## src/rtl/tx_frame_arbiter_if.sv

```systemverilog
// Frame-source handshakes and TX FIFO write port shared by tx_frame_arbiter.
// The master side drives the sources and models the FIFO; the slave side is the arbiter.
interface tx_frame_arbiter_if;
    logic       req0_valid;
    logic [7:0] req0_data;
    logic       req0_last;
    logic       req0_ready;
    logic       req1_valid;
    logic [7:0] req1_data;
    logic       req1_last;
    logic       req1_ready;
    logic [7:0] fifo_din;
    logic       fifo_EOD_in;
    logic       fifo_wren;
    logic       fifo_afull;

    modport master (
        output req0_valid, req0_data, req0_last,
        input  req0_ready,
        output req1_valid, req1_data, req1_last,
        input  req1_ready,
        input  fifo_din, fifo_EOD_in, fifo_wren,
        output fifo_afull
    );

    modport slave (
        input  req0_valid, req0_data, req0_last,
        output req0_ready,
        input  req1_valid, req1_data, req1_last,
        output req1_ready,
        output fifo_din, fifo_EOD_in, fifo_wren,
        input  fifo_afull
    );
endinterface

```

## src/rtl/tx_frame_arbiter.sv

```systemverilog
// Round-robin, frame-at-a-time arbiter feeding the RMII TX FIFO: pads short
// frames to MIN_LEN, truncates at MAX_LEN and drains the remainder.
module tx_frame_arbiter #(
    parameter int MIN_LEN = 60,
    parameter int MAX_LEN = 1514,
    parameter int LEN_W   = 11
) (
    input  logic                REF_CLK,
    input  logic                rst,
    input  logic                enable,
    tx_frame_arbiter_if.slave   bus,
    output logic [1:0]          grant,
    output logic                busy,
    output logic [15:0]         frame_count,
    output logic [15:0]         trunc_count
);
    typedef enum logic [1:0] {
        S_IDLE  = 2'd0,
        S_XFER  = 2'd1,
        S_PAD   = 2'd2,
        S_DRAIN = 2'd3
    } state_t;

    state_t     r_state, w_nxt_state;
    logic [1:0] r_grant, w_nxt_grant;
    logic       r_last_served, w_nxt_ls;
    logic [LEN_W-1:0] r_byte_cnt, w_nxt_cnt, w_cnt_inc;
    logic [7:0] r_din, w_nxt_din;
    logic       r_eod, w_nxt_eod;
    logic       r_wren, w_nxt_wren;
    logic       r_busy, w_nxt_busy;
    logic [15:0] r_frame_cnt, w_nxt_frames;
    logic [15:0] r_trunc_cnt, w_nxt_truncs;

    logic       w_sel_valid, w_sel_last, w_ready0, w_ready1, w_accept, w_pick1;
    logic [7:0] w_sel_data;

    assign w_sel_valid = r_grant[1] ? bus.req1_valid : bus.req0_valid;
    assign w_sel_data  = r_grant[1] ? bus.req1_data  : bus.req0_data;
    assign w_sel_last  = r_grant[1] ? bus.req1_last  : bus.req0_last;
    assign w_ready0    = r_grant[0] && (((r_state == S_XFER) && !bus.fifo_afull) || (r_state == S_DRAIN));
    assign w_ready1    = r_grant[1] && (((r_state == S_XFER) && !bus.fifo_afull) || (r_state == S_DRAIN));
    assign w_accept    = w_sel_valid && (w_ready0 || w_ready1);
    assign w_cnt_inc   = r_byte_cnt + {{(LEN_W-1){1'b0}}, 1'b1};
    // Source 1 wins when it is alone, or on a tie when source 0 was served last.
    assign w_pick1     = bus.req1_valid && (!bus.req0_valid || !r_last_served);

    assign bus.req0_ready  = w_ready0;
    assign bus.req1_ready  = w_ready1;
    assign bus.fifo_din    = r_din;
    assign bus.fifo_EOD_in = r_eod;
    assign bus.fifo_wren   = r_wren;
    assign grant           = r_grant;
    assign busy            = r_busy;
    assign frame_count     = r_frame_cnt;
    assign trunc_count     = r_trunc_cnt;

    // Next-state, FIFO write and counter decisions.
    always_comb begin
        w_nxt_state  = r_state;
        w_nxt_grant  = r_grant;
        w_nxt_ls     = r_last_served;
        w_nxt_cnt    = r_byte_cnt;
        w_nxt_din    = r_din;
        w_nxt_eod    = 1'b0;
        w_nxt_wren   = 1'b0;
        w_nxt_frames = r_frame_cnt;
        w_nxt_truncs = r_trunc_cnt;
        case (r_state)
            S_IDLE: begin
                if (enable && (bus.req0_valid || bus.req1_valid)) begin
                    w_nxt_grant = w_pick1 ? 2'b10 : 2'b01;
                    w_nxt_ls    = w_pick1;
                    w_nxt_cnt   = '0;
                    w_nxt_state = S_XFER;
                end else begin
                    w_nxt_grant = 2'b00;
                end
            end
            S_XFER: begin
                if (w_accept) begin
                    w_nxt_wren = 1'b1;
                    w_nxt_din  = w_sel_data;
                    w_nxt_cnt  = w_cnt_inc;
                    if (w_sel_last) begin
                        if (w_cnt_inc >= LEN_W'(MIN_LEN)) begin
                            w_nxt_eod    = 1'b1;
                            w_nxt_frames = r_frame_cnt + 16'd1;
                            w_nxt_grant  = 2'b00;
                            w_nxt_state  = S_IDLE;
                        end else begin
                            w_nxt_state = S_PAD;
                        end
                    end else if (w_cnt_inc == LEN_W'(MAX_LEN)) begin
                        w_nxt_eod    = 1'b1;
                        w_nxt_frames = r_frame_cnt + 16'd1;
                        w_nxt_truncs = r_trunc_cnt + 16'd1;
                        w_nxt_state  = S_DRAIN;
                    end else begin
                        w_nxt_state = S_XFER;
                    end
                end else begin
                    w_nxt_state = S_XFER;
                end
            end
            S_PAD: begin
                if (!bus.fifo_afull) begin
                    w_nxt_wren = 1'b1;
                    w_nxt_din  = 8'h00;
                    w_nxt_cnt  = w_cnt_inc;
                    if (w_cnt_inc >= LEN_W'(MIN_LEN)) begin
                        w_nxt_eod    = 1'b1;
                        w_nxt_frames = r_frame_cnt + 16'd1;
                        w_nxt_grant  = 2'b00;
                        w_nxt_state  = S_IDLE;
                    end else begin
                        w_nxt_state = S_PAD;
                    end
                end else begin
                    w_nxt_state = S_PAD;
                end
            end
            S_DRAIN: begin
                if (w_accept && w_sel_last) begin
                    w_nxt_grant = 2'b00;
                    w_nxt_state = S_IDLE;
                end else begin
                    w_nxt_state = S_DRAIN;
                end
            end
            default: begin
                w_nxt_grant = 2'b00;
                w_nxt_state = S_IDLE;
            end
        endcase
        w_nxt_busy = (w_nxt_state != S_IDLE);
    end

    // State and registered outputs; reset abandons any frame without an EOD.
    always_ff @(posedge REF_CLK) begin
        if (rst) begin
            r_state       <= S_IDLE;
            r_grant       <= 2'b00;
            r_last_served <= 1'b1;
            r_byte_cnt    <= '0;
            r_din         <= 8'h00;
            r_eod         <= 1'b0;
            r_wren        <= 1'b0;
            r_busy        <= 1'b0;
            r_frame_cnt   <= 16'd0;
            r_trunc_cnt   <= 16'd0;
        end else begin
            r_state       <= w_nxt_state;
            r_grant       <= w_nxt_grant;
            r_last_served <= w_nxt_ls;
            r_byte_cnt    <= w_nxt_cnt;
            r_din         <= w_nxt_din;
            r_eod         <= w_nxt_eod;
            r_wren        <= w_nxt_wren;
            r_busy        <= w_nxt_busy;
            r_frame_cnt   <= w_nxt_frames;
            r_trunc_cnt   <= w_nxt_truncs;
        end
    end
endmodule

```

## src/flat_wrapper.sv

```systemverilog
// flat-port wrapper written by rule: the top's interface ports become plain ports
module tx_frame_arbiter_flat 
#(
    parameter int MIN_LEN = 60,
    parameter int MAX_LEN = 1514,
    parameter int LEN_W   = 11
)
  (REF_CLK, rst, enable, grant, busy, frame_count, trunc_count, bus_req0_valid, bus_req0_data, bus_req0_last, bus_req0_ready, bus_req1_valid, bus_req1_data, bus_req1_last, bus_req1_ready, bus_fifo_din, bus_fifo_EOD_in, bus_fifo_wren, bus_fifo_afull);
  tx_frame_arbiter_if bus_i ();
  input  logic REF_CLK;
  input  logic rst;
  input  logic enable;
  output logic [1:0] grant;
  output logic busy;
  output logic [15:0] frame_count;
  output logic [15:0] trunc_count;
  input wire logic [$bits(bus_i.req0_valid)-1:0] bus_req0_valid;
  input wire logic [$bits(bus_i.req0_data)-1:0] bus_req0_data;
  input wire logic [$bits(bus_i.req0_last)-1:0] bus_req0_last;
  output wire logic [$bits(bus_i.req0_ready)-1:0] bus_req0_ready;
  input wire logic [$bits(bus_i.req1_valid)-1:0] bus_req1_valid;
  input wire logic [$bits(bus_i.req1_data)-1:0] bus_req1_data;
  input wire logic [$bits(bus_i.req1_last)-1:0] bus_req1_last;
  output wire logic [$bits(bus_i.req1_ready)-1:0] bus_req1_ready;
  output wire logic [$bits(bus_i.fifo_din)-1:0] bus_fifo_din;
  output wire logic [$bits(bus_i.fifo_EOD_in)-1:0] bus_fifo_EOD_in;
  output wire logic [$bits(bus_i.fifo_wren)-1:0] bus_fifo_wren;
  input wire logic [$bits(bus_i.fifo_afull)-1:0] bus_fifo_afull;
  assign bus_i.req0_valid = bus_req0_valid;
  assign bus_i.req0_data = bus_req0_data;
  assign bus_i.req0_last = bus_req0_last;
  assign bus_req0_ready = bus_i.req0_ready;
  assign bus_i.req1_valid = bus_req1_valid;
  assign bus_i.req1_data = bus_req1_data;
  assign bus_i.req1_last = bus_req1_last;
  assign bus_req1_ready = bus_i.req1_ready;
  assign bus_fifo_din = bus_i.fifo_din;
  assign bus_fifo_EOD_in = bus_i.fifo_EOD_in;
  assign bus_fifo_wren = bus_i.fifo_wren;
  assign bus_i.fifo_afull = bus_fifo_afull;
  tx_frame_arbiter #(.MIN_LEN(MIN_LEN), .MAX_LEN(MAX_LEN), .LEN_W(LEN_W)) u_core (.REF_CLK(REF_CLK), .rst(rst), .enable(enable), .bus(bus_i), .grant(grant), .busy(busy), .frame_count(frame_count), .trunc_count(trunc_count));
endmodule
```

## config.mk

```make
export PLATFORM = sky130hd
export DESIGN_NAME = tx_frame_arbiter_flat
export DESIGN_NICKNAME = d
export VERILOG_FILES = /design/src/rtl/tx_frame_arbiter_if.sv /design/src/rtl/tx_frame_arbiter.sv /design/src/flat_wrapper.sv
export SDC_FILE = /design/constraint.sdc
export NUM_CORES = 1
export LEC_CHECK = 0
export CORE_MARGIN = 4
export CORE_UTILIZATION = 30
export CTS_CLUSTER_SIZE = 10
export DETAILED_ROUTE_END_ITERATION = 6
export DONT_BUFFER_PORTS = 1
export GPL_TIMING_DRIVEN = 0
export SYNTH_ARGS = -nofsm -noshare
export SYNTH_HDL_FRONTEND = slang
export SYNTH_SLANG_ARGS = --single-unit
```

## constraint.sdc

```tcl
create_clock -name REF_CLK -period 2.6 [get_ports REF_CLK]
set_input_delay 0 -clock REF_CLK [delete_from_list [all_inputs] [get_ports REF_CLK]]
set_output_delay 0 -clock REF_CLK [all_outputs]
set_load 0.005 [all_outputs]
```

# After elaboration in Yosys (flattened, before gate mapping)
# Index checks and enable logic that the tools add are counted.
# word_totals
reg_bits	59
in_bits	24
output_inout_bits	47
wordCells	90
# op_classes
addsub	3
n_lt_le_gt_ge	1
eq_ne	10
n_mux	41
bitwise	1
reduce_logical	24
# op_table
operator	n
two-way mux 16 bit	5
two-way mux 11 bit	3
case mux 11 bit (3 select lines)	1
adder 16 x 1 -> 16 bit (second input constant)	2
case mux 16 bit (2 select lines)	1
two-way mux 2 bit	14
two-way mux 8 bit	3
case mux 2 bit (4 select lines)	2
case mux 8 bit (2 select lines)	1
AND reduction 4 bit	4
adder 11 x 1 -> 11 bit (second input constant)	1
equality test 11 bit (second input constant)	1
greater-or-equal comparator 11 x 6 -> 1 bit (second input constant)	1
two-way mux 1 bit	9
logical AND 1 bit	7
!= test 2 x 1 -> 1 bit (second input constant)	3
equality test 2 bit (second input constant)	2
logical OR 1 bit	4
!= test 2 bit (second input constant)	2
case mux 1 bit (2 select lines)	2
nonzero test 2 bit	2
zero test 1 bit	3
!= test 3 x 2 -> 1 bit (second input constant)	1
AND reduction 3 bit	1
5 further kinds	5

# Logic depth before layout (Yosys ltp)
# logic_depth
depth_word	10
depth_mapped	12
mapped_depth_nobuf	9

# Least setup slack after synthesis
# No wires, ideal clock.
# synth_timing
path_type	reg-to-reg
startpoint	register u_core.r_byte_cnt[0]
endpoint	register u_core.r_frame_cnt[5], in the netlist u_core.frame_count[5]
arrival_time_ps	2309
required_ps	2477
slack_ps	167
stages_incl_launch_ff	10
n_path_buf	1
period_less_slack_ps	2433
cell_sequence	dfxtp_1 > ha_1 > nand3_4 > or3_1 > a32oi_2 > nand2_1 > a31oi_2 > buf_6 > nand4_1 > mux2_1
# synth_via
elab_chain_cells	6
word_cells_on_any_way	10
classes_between	1 x add/sub; 1 x order compare; 2 x eq/ne; 5 x mux; 1 x reduce/logical
# synth_rtl
element	line_no	source
start: declaration	tx_frame_arbiter.sv:27	logic [LEN_W-1:0] r_byte_cnt, w_nxt_cnt, w_cnt_inc;
start signal: assignment	tx_frame_arbiter.sv:156	r_byte_cnt <= w_nxt_cnt;
adder 11 x 1 -> 11 bit (*)	tx_frame_arbiter.sv:44	assign w_cnt_inc = r_byte_cnt + {{(LEN_W-1){1'b0}}, 1'b1};
greater-or-equal comparator 11 x 6 -> 1 bit	tx_frame_arbiter.sv:86, tx_frame_arbiter.sv:111	
two-way mux 16 bit (3 in series)	n/a	
case mux 16 bit (2 select lines)	n/a	
end signal: assignment	tx_frame_arbiter.sv:161	r_frame_cnt <= w_nxt_frames;
end: declaration	tx_frame_arbiter.sv:32	logic [15:0] r_frame_cnt, w_nxt_frames;
# Mark *: on every way between the ends. The rest lies on a longest branch, timed or not. The select of a mux whose other input is x is not followed.
# A chain may end at the register's enable or synchronous reset.

# Final worst setup path
# layout_timing
startpoint	register u_core.r_byte_cnt[0]
endpoint	register u_core.r_frame_cnt[8], in the netlist u_core.frame_count[8]
# Same word-level chain as after synthesis.

==> summary.md <==
| Metric | Value |
|---|---|
| #FFs+latches synth | `between 50 and 60` |
| Cell Rows | `38` |
| Root Buffer Master | `clkbuf_16` |
| Total grt overflow | `0` |
| Initial DRC count | `approximately 170` |
| Final Cycle Share | `between 90% and 100%` |
| RePlAce Congestion | `about 0.88` |
| Fmax | `around 400 MHz` |
| Area Overhead vs Synth | `17.9%` |
| HP Class | `in -> reg` |
| Via count | `between 3k and 4k` |
| Synth top area share | `roughly a third` |
| Final Non-Filler Cells | `between 500 and 600` |
| Fillers | `1142` |
| Post-route ant nets | `0` |
| End of the critical path | `u_core.frame_count[8]` |
| CP max stage cell | `or3_4` |
| Final setup fails | `0` |
| Initial antenna violation count | `0` |
| Synthesized Nets | `approximately 460` |
| Core Area | `0.0109 mm2` |
| Mapped Cells | `about 420` |
| Lkg Pwr | `roughly 1.4 nW` |
| CP max FO | `9` |
| Worst ir drop on vdd | `approximately 0.45 mV` |
| Post-DP Area | `roughly 0.0035 mm2` |
| Async set or reset register ratio after synthesis | `0%` |
| Global-route wire length before repair | `~15000 um` |
| Worst setup EP type | `flip-flop` |
| Clk_lat worst skew | `between 300 and 400 ps` |
| Crit path buf inv count | `1` |
| Synth cell types | `58` |
| CTS Buf Count | `9` |
| Mean number of vias per cell | `~5.4` |
| Worst r2r dst | `u_core.frame_count[8]` |
| Pins Over Slew Limit | `0` |
| Worst Reg-to-Reg Cells | `9` |
| N_diodes | `0` |
| CTS tree | `done` |
| Routed WL per cell | `15.7 um` |
| Max-slew headroom | `54.6%` |
| Synth warn | `0` |
| Final HPWL DP | `~6500 um` |
| Clock skew | `approximately 4.4 ps` |
| PwrDens | `between 700 and 800 mW/mm2` |
| Residual DRC count | `0` |
| CP Launch Point | `u_core.r_byte_cnt[0]` |
| Kind of critical path | `reg -> reg` |
| Synth Flop Type | `dfxtp_1` |
| Required time worst endpoint | `about 2800 ps` |
| H-tree Lvls | `3` |
| Crit-path max cell delay | `about 400 ps` |
| Worst-path clk slew | `approximately 50 ps` |
| Worst slew pin tran | `680 ps` |
| Worst EP arrival | `between 2000 and 3000 ps` |
| PortBufs | `0` |
| WL final | `9210 um` |
| Die H | `between 100 and 150 um` |
| First-pass DRT Iterations | `5` |
| Layout net count | `474` |
| DP Worst Slack | `-325 ps` |
| I/O Pins | `between 70 and 80` |
| Share of post-route cells with drive strength above 1 | `between 10% and 20%` |
| Vias in the first global route | `between 3k and 4k` |
| Crit-path cells | `ha_4 -> nand3_4 -> or3_4 -> a32oi_4 -> nand2_1 -> a31oi_4 -> buf_4 -> and3_1 -> mux2_2` |
| FF-to-FF Start | `u_core.r_byte_cnt[0]` |
| DIE AREA | `~0.013 mm2` |
| Post-route minimum period | `2480 ps` |
| Final Hold Viols | `0` |
| Finished Cell Area | `a little under 0.004 mm2` |
| Clock Path Buffers | `2` |
| Crit start category | `flip-flop` |
| Max Cap Viol | `0` |
| Final Core Density | `~36%` |
| Clock sinks | `59` |
| Initial core utilization | `a little under a third` |
| Placed insts | `between 500 and 600` |
| Seq/Total Area, Yosys | `35.0%` |
| Syn_area_per_cell | `7.99 um2` |
| Status | `completed` |
| Crit path depth | `9` |
| Gr usage total | `between 10% and 20%` |
| Synth Cell Area | `roughly 0.0034 mm2` |
| R2R Setup Slk | `approximately 120 ps` |
| Ranking of synthesized cells by area | `dfxtp_1 35%, nor2_1 6.0%, a21oi_1 5.3%` |
| Family with the most delay on the worst path | `simple AND/OR/NAND/NOR gates` |
| Die span in x | `approximately 110 um` |
| Post-synth top area cell | `dfxtp_1` |
| Final WS setup | `approximately 120 ps` |
| Pin count of the biggest net entering global routing | `11` |
| EDFF count, synth | `0` |
[cells in the final DEF (no fill, tap or decap), types with 11 or more instances in the layout]
| cell | synthesis | routed |
|---|---|---|
| dfxtp_1 | 59 | 57 |
| nor2_1 | 54 | 54 |
| a21oi_1 | 36 | 35 |
| nand2_1 | 24 | 24 |
| inv_1 | 21 | 21 |
| nand3_1 | 18 | 18 |
| nor3_1 | 18 | 18 |
| clkbuf_1 | 16 | 16 |
| o21ai_0 | 15 | 15 |
| xnor2_1 | 14 | 14 |
| nor2b_1 | 13 | 13 |
| mux2i_1 | 13 | 13 |
| and3_1 | 13 | 13 |
| nand4_1 | 11 | 11 |
[how the worst min path moves through the flow]
stage / from / end / slack [ps] / cells after the start
after floorplan: bus_req1_valid / u_core.r_last_served / 180 / 2
final: bus_req0_data[5] / u_core.bus.fifo_din[5] / 5 / 4
after CTS: bus_req0_data[5] / u_core.bus.fifo_din[5] / 0.2 / 4
after detailed placement: bus_req1_valid / u_core.r_last_served / 200 / 2
after global routing: bus_req0_data[6] / u_core.bus.fifo_din[6] / 40 / 4
after global placement: bus_req1_valid / u_core.r_last_served / 190 / 2
[cells in the mapped netlist, types with 5 or more instances]
master     n
a21o_1     5
nor2b_1   13
mux2_2     5
dfxtp_1   59
xnor2_1   14
mux2i_1   13
o21ai_0   15
clkbuf_1  16
a21oi_1   36
inv_1     21
and2_1     5
nor2_1    54
or3_1     10
nand3_1   18
and3_1    13
nand2_1   24
ha_1       9
nand4_1   11
mux2_1     5
nor3_1    18
[timing repair]
action / in CTS / in global routing
endpoints found under the setup margin: 25 / 16
buffers inserted: 0 / 3
pin swaps: 1 / 2
hold buffers: 7 / 0
resized for setup: 5 / 5
endpoints found under the hold margin: 5 / 0
[cell families (layout without fill, tap and decap cells)]
group,count (synthesis),in the layout,share of synthesized area (%)
and+or+nand+nor,189,189,29.3
xor gates and xnor gates,16,16,4.16
buffers and inverters,47,70,5.98
DFF,59,59,35.0
adders and majority gates,9,9,3.34
AOI/OAI and AO/OA,79,79,15.0
muxes,23,23,7.20
[sequential cells by signal, indices dropped and copies added (netlist names), 2 cells and up]
name                 count
u_core.r_byte_cnt       11
u_core.grant             2
u_core.trunc_count      16
u_core.frame_count      16
u_core.bus.fifo_din      8
u_core.r_state           2
[worst min-delay path, stage by stage]
cell and delay, ps:
mux2i_1 40, nor3_1 120, a21oi_1 60, nor2_1 80
[through the flow]
step / power (mW) / TNS (ps) / hold WS, ps
2_1_floorplan: 1.57 / 0 / 181
3_3_place_gp: 1.75 / -4500 / 190
3_5_place_dp: 1.76 / -4710 / 201
4_1_cts: 3.01 / 0 / 0.155
5_1_grt: 3.17 / -7.29 / 38.7
6_report: 3.01 / 0 / 4.99
[cell type report]
type / count / area [um2] / area share [%]
Multi-Input combinational cell: 316 / 2030 / 51.1
Sequential cell: 59 / 1190 / 29.9
Clock buffer: 13 / 260 / 6.55
Tap cell: 140 / 175 / 4.41
Buffer: 24 / 115 / 2.90
Timing Repair Buffer: 10 / 92.6 / 2.33
Inverter: 21 / 78.8 / 1.98
Clock inverter: 2 / 35.0 / 0.881
[power breakdown]
part | total [mW] | switching, mW | internal (mW)
Combinational | 0.757 | 0.462 | 0.294
Clock | 1.20 | 0.411 | 0.787
Sequential | 1.05 | 0.0772 | 0.974
Total | 3.01 | 0.950 | 2.05
[metal layers]
layer  vias up  part of all wire, %  routed length (um)  track usage, %
li1       1528                    -                   -               -
met1      1519                   44                4050            16.9
met2        96                   48                4410            23.9
met3        15                  6.6                 610            5.15
met4         0                  1.5                 141            5.70
met5         -                    0                   0               0
Note: power is estimated with default switching activity, not from simulation.
